`config.mk`:
```
export PLATFORM = sky130hd
export DESIGN_NAME = fetch_queue
export DESIGN_NICKNAME = d
export VERILOG_FILES = /design/src/rtl/fetch_queue.sv
export SDC_FILE = /design/constraint.sdc
export NUM_CORES = 1
export LEC_CHECK = 0
export CAP_MARGIN = 20
export CORE_AREA = 2 2 256 283
export DETAILED_ROUTE_END_ITERATION = 10
export DIE_AREA = 0 0 258 285
export GPL_TIMING_DRIVEN = 1
export SKIP_CTS_REPAIR_TIMING = 1
export SYNTH_ARGS = -nofsm -noshare
export SYNTH_HDL_FRONTEND = slang
export SYNTH_SLANG_ARGS = --single-unit
```
`constraint.sdc`:
```
create_clock -name clk -period 4 [get_ports clk]
set_input_delay 0.8 -clock clk [delete_from_list [all_inputs] [get_ports clk]]
set_output_delay 0.8 -clock clk [all_outputs]
set_load 0.05 [all_outputs]
```
`src/rtl/fetch_queue.sv`:
```
// Instruction fetch stage: sequential fetch FSM, instruction-memory handshake and PC/instr FIFO.
// Optional FETCH_QUEUE_BYPASS_EN forwards a response straight to the datapath when the queue is empty.
module fetch_queue #(
    parameter int          DEPTH    = 4,
    parameter logic [63:0] RESET_PC = 64'h0
) (
    input  logic        clk,
    input  logic        reset,
    output logic        imem_req,
    output logic [63:0] imem_addr,
    input  logic        imem_ack,
    input  logic [31:0] imem_rdata,
    output logic        instr_valid,
    output logic [31:0] instr,
    output logic [63:0] instr_pc,
    input  logic        instr_ready,
    input  logic        redirect,
    input  logic [63:0] redirect_pc,
    output logic        busy
);

    localparam int PW = $clog2(DEPTH);
    localparam int CW = PW + 1;

    typedef enum logic [1:0] {
        ST_IDLE  = 2'd0,
        ST_WAIT  = 2'd1,
        ST_DRAIN = 2'd2
    } state_t;

    state_t        r_state;
    logic          r_active;
    logic [63:0]   r_fetch_pc;
    logic [63:0]   r_req_addr;
    logic [CW-1:0] r_count;
    logic [PW-1:0] r_rd_ptr;
    logic [PW-1:0] r_wr_ptr;
    logic [31:0]   r_mem_instr [DEPTH];
    logic [63:0]   r_mem_pc    [DEPTH];

    logic          w_wait_ack;
    logic          w_bypass;
    logic          w_byp_take;
    logic          w_push;
    logic          w_pop;
    logic [CW-1:0] w_count_next;
    logic          w_has_room;
    logic          w_unused_bits;

    assign w_wait_ack = (r_state == ST_WAIT) && imem_ack;

`ifdef FETCH_QUEUE_BYPASS_EN
    assign w_bypass = w_wait_ack && (r_count == '0) && !redirect;
`else
    assign w_bypass = 1'b0;
`endif

    // A bypassed word that the datapath accepts never occupies a FIFO slot.
    assign w_byp_take   = w_bypass && instr_ready;
    assign w_pop        = (r_count != '0) && instr_ready && !redirect;
    assign w_push       = w_wait_ack && !redirect && !w_byp_take;
    assign w_count_next = r_count + CW'(w_push) - CW'(w_pop);
    assign w_has_room   = (w_count_next < CW'(DEPTH));

    assign w_unused_bits = ^redirect_pc[1:0];

    always_ff @(posedge clk or negedge reset) begin
        if (!reset) begin
            r_state    <= ST_IDLE;
            r_active   <= 1'b0;
            r_fetch_pc <= RESET_PC;
            r_req_addr <= RESET_PC;
            r_count    <= '0;
            r_rd_ptr   <= '0;
            r_wr_ptr   <= '0;
            for (int i = 0; i < DEPTH; i++) begin
                r_mem_instr[i] <= '0;
                r_mem_pc[i]    <= '0;
            end
        end else begin
            if (redirect) begin
                r_count    <= '0;
                r_rd_ptr   <= '0;
                r_wr_ptr   <= '0;
                r_fetch_pc <= {redirect_pc[63:2], 2'b00};
            end else begin
                if (w_push) begin
                    r_mem_instr[r_wr_ptr] <= imem_rdata;
                    r_mem_pc[r_wr_ptr]    <= r_fetch_pc;
                    r_wr_ptr              <= r_wr_ptr + 1'b1;
                end
                if (w_pop) begin
                    r_rd_ptr <= r_rd_ptr + 1'b1;
                end
                r_count <= w_count_next;
                if (w_wait_ack) begin
                    r_fetch_pc <= r_fetch_pc + 64'd4;
                end
            end

            // Remember the address in flight so a drain keeps presenting it.
            if (r_state == ST_WAIT) begin
                r_req_addr <= r_fetch_pc;
            end

            case (r_state)
                ST_IDLE: begin
                    if (!redirect && w_has_room) begin
                        r_state  <= ST_WAIT;
                        r_active <= 1'b1;
                    end
                end
                ST_WAIT: begin
                    if (redirect) begin
                        if (imem_ack) begin
                            r_state  <= ST_IDLE;
                            r_active <= 1'b0;
                        end else begin
                            r_state  <= ST_DRAIN;
                            r_active <= 1'b1;
                        end
                    end else if (imem_ack && !w_has_room) begin
                        r_state  <= ST_IDLE;
                        r_active <= 1'b0;
                    end
                end
                ST_DRAIN: begin
                    if (!redirect && imem_ack) begin
                        r_state  <= ST_IDLE;
                        r_active <= 1'b0;
                    end
                end
                default: begin
                    r_state  <= ST_IDLE;
                    r_active <= 1'b0;
                end
            endcase
        end
    end

    assign imem_req    = r_active;
    assign busy        = r_active;
    assign imem_addr   = (r_state == ST_DRAIN) ? r_req_addr : r_fetch_pc;
    assign instr_valid = (r_count != '0) || w_bypass;
    assign instr       = w_bypass ? imem_rdata : r_mem_instr[r_rd_ptr];
    assign instr_pc    = w_bypass ? r_fetch_pc : r_mem_pc[r_rd_ptr];

endmodule

```
==> summary.txt <==
Die
  – Die ar.: 73500 um^2
  – Row cnt: 103
  – Core area: 71000 um^2
  – Die height: 285 um
  – Initial core utilization: 0.335
  – # IOs: 264
  – Floorplan die width: 258 um

Clock network
  – Clock transition at path regs: 0.06 ns
  – Root Buffer: clkbuf_16
  – Clk Latency, worst-skew pair: 0.61 ns
  – Htree depth: 2
  – Clock sink count: 510
  – TritonCTS buffer count: 56
  – Clk buf depth: 3
  – CTS tree: built

Global routing
  – Initial antenna violation count: 2
  – Largest net degree at the start of global routing: 108
  – GR Overflow Total: 0
  – First-pass GRT wire length: 98600 um
  – Vias in the first global route: 16167
  – GRT Overall Usage: 0.174

STA
  – Minimum clock period: 3.73 ns
  – Worst clock skew: 0.0323 ns
  – FMAX: 268 MHz
  – RSZ-0062 raised after global routing: no
  – Max-slew violations: 0
  – Worst Tran Pin Value: 0.971 ns
  – Rel. slew slack: 0.353
  – Final setup fails: 0
  – Setup TNS: 0 ns
  – Final Cycle Share: 0.932
  – Final WS setup: 0.274 ns
  – Hold Vio Cnt, Final: 0

Pwr
  – Leakage power: 12.8 nW
  – Power Total: 22.1 mW
  – Power Dens Cells: 754 nW/um^2
  – Peak supply drop: 0.463 mV

Placement
  – Place WS: 0.452 ns
  – Port Buffers: 257
  – Placed cells: 2798
  – HPWL Detailed: 41800 um
  – DP Area: 27500 um^2
  – GP Congestion: 0.740

Routing
  – Antenna viol nets, final: 0
  – DRC: 0
  – Vias: 14903
  – Post-Route WL: 64100 um
  – Pre-antenna DRT Iters: 5
  – DR vias/cell: 5.14
  – Initial detailed-routing violation count: 893
  – Routed len/inst: 22.1 um

Worst setup path
  – Required time of the critical path: 3.20 ns
  – Data arrival, critical path: 2.93 ns
  – CP Capture Type: output port
  – CP max FO: 24
  – Worst R2R Setup Slack: 1.11 ns
  – Crit Path Class: reg2out
  – Critical path launch point type: flip-flop
  – RR Endpoint: r_fetch_pc[58]
  – Reg2reg start: r_fetch_pc[2]
  – R2R depth: 6

Synth
  – Most common cell in the netlist: dfrtp_1
  – Yosys warning count: 0
  – Dominant cells by area after synthesis: dfrtp_1 (54%), mux2_2 (21%), mux4_2 (8.9%)
  – Share of the yosys chip area belonging to registers: 0.537
  – Synth top cells by count: dfrtp_1 (510), mux2_2 (451), nand2_1 (98)
  – Post-synth top flop: dfrtp_1
  – Cell Area, Synth: 23800 um^2
  – Top-area cell type share of the netlist area: 0.537
  – Post-Synthesis Cells: 1709
  – Async SR Flop Fraction: 1.00
  – Register bit total from synthesis: 510
  – Number of library cell types mapped by synthesis: 55
  – Post-synth EDFFs: 0
  – Avg Cell Area, Syn: 13.9 um^2
  – Post-synth top area cell: dfrtp_1

Run
  – Max_cap viols: 0

Run status
  – Status: finished, final reports clean

Final layout
  – Layout cells sized above 1: 0.358
  – Layout Nets: 2021
  – Final Instance Area: 29300 um^2
  – Non-Filler Instances: 2901
  – Diodes inserted: 0
  – Fillcell total: 6479
  – Area grow syn2layout: 23.4%

Min path
  – Hold crit path type: in2async
==> logic make-up (layout without fill, tap and decap cells) <==
group                    count (synthesis)  count (layout)  synth area share
other                                    1               4          0.000158
buffers and inverters                  172             416            0.0303
AND/OR/NAND/NOR                        297             297            0.0682
flip-flops                             510             510             0.537
multiplexers                           583             583             0.320
adder cells (fa/ha/maj)                  8               8           0.00453
AO/OA/AOI/OAI                           98              98            0.0246
XOR/XNOR                                40              40            0.0147
==> critical path: stages (launching register included) <==
cell,delay (ns)
dfrtp_1,0.55
nor2b_4,0.21
buf_4,0.38
mux2_2,0.44
clkdlybuf4s50_1,0.72
==> cells in the final DEF (no fill, tap or decap), types with 4 or more instances in the layout <==
cell type and count:
o21ai_1 34, ha_1 7, a22oi_1 9, xnor2_1 15, or4_1 9, mux4_2 94
clkinv_2 13, conb_1 4, buf_12 18, mux2_2 451, mux2i_1 6, clkbuf_8 9
nand2_4 4, a31oi_1 8, dfrtp_1 508, xor2_1 25, buf_4 27, nor2_1 34
nand3_1 36, o31ai_1 4, and3_1 10, nor4_2 5, mux2_1 32, nand2_1 94
clkdlybuf4s50_1 255, nor4_1 9, clkbuf_16 58, clkbuf_1 15, inv_1 12, nand4_1 22
and4_1 8, a21oi_1 4, or3_1 12, and2_1 7, nor3_1 11, o21ai_0 26
nand4b_1 4, nor2b_1 14
==> final cells by class <==
| cell class | instances | area [um^2] | share of cell area |
|---|---|---|---|
| timing repair buffer | 302 | 3160 | 0.108 |
| tap | 945 | 1180 | 0.0403 |
| clock inverter | 20 | 198 | 0.00674 |
| inverter | 12 | 45.0 | 0.00154 |
| clock buffer | 82 | 1630 | 0.0556 |
| multi-input combinational | 1030 | 10300 | 0.353 |
| sequential | 510 | 12800 | 0.435 |
==> flip-flops by register name, summed over array words and instances, names as in the netlist <==
| name | count |
|---|---|
| busy | 1 |
| r_mem_pc | 248 |
| r_fetch_pc | 62 |
| r_wr_ptr | 2 |
| r_state | 2 |
| r_rd_ptr | 2 |
| r_req_addr | 62 |
| r_mem_instr | 128 |
| r_count | 3 |
==> worst max path at each step <==
stage | startpoint | endpoint | slack (ns) | cells past startpoint
final | r_state[0] | imem_addr[63] | 0.27 | 4
after global routing | r_state[0] | imem_addr[63] | 0.16 | 4
after CTS | r_state[0] | imem_addr[63] | 0.21 | 4
after detailed placement | imem_ack | r_fetch_pc[51] | 0.45 | 7
after global placement | imem_ack | busy | 0.47 | 13
after floorplan | redirect | busy | 0.79 | 13
==> per-stage QoR <==
step / hold slack [ns] / utilization
3_3_place_gp: 0.463 / 0.387
2_1_floorplan: 0.450 / -
5_1_grt: 0.367 / 0.413
6_report: 0.316 / 0.413
4_1_cts: 0.336 / 0.413
3_5_place_dp: 0.470 / 0.387
==> report_power, final <==
group	internal (mW)	total, mW	switching (mW)
registers	6.57	7.41	0.840
logic	4.07	9.57	5.50
clock network	3.01	5.13	2.12
==> per-layer routing <==
| metal | global-route usage | routed length (um) | share of wire | vias up |
|---|---|---|---|---|
| met1 | 0.227 | 28100 | 0.44 | 7890 |
| met3 | 0.0278 | 2300 | 0.036 | 81 |
| li1 | - | - | - | 6624 |
| met2 | 0.304 | 32400 | 0.51 | 304 |
| met4 | 0.0406 | 1250 | 0.019 | 4 |
| met5 | 0 | 23 | 0.00036 | - |
Note: power is estimated with default switching activity, not from simulation.
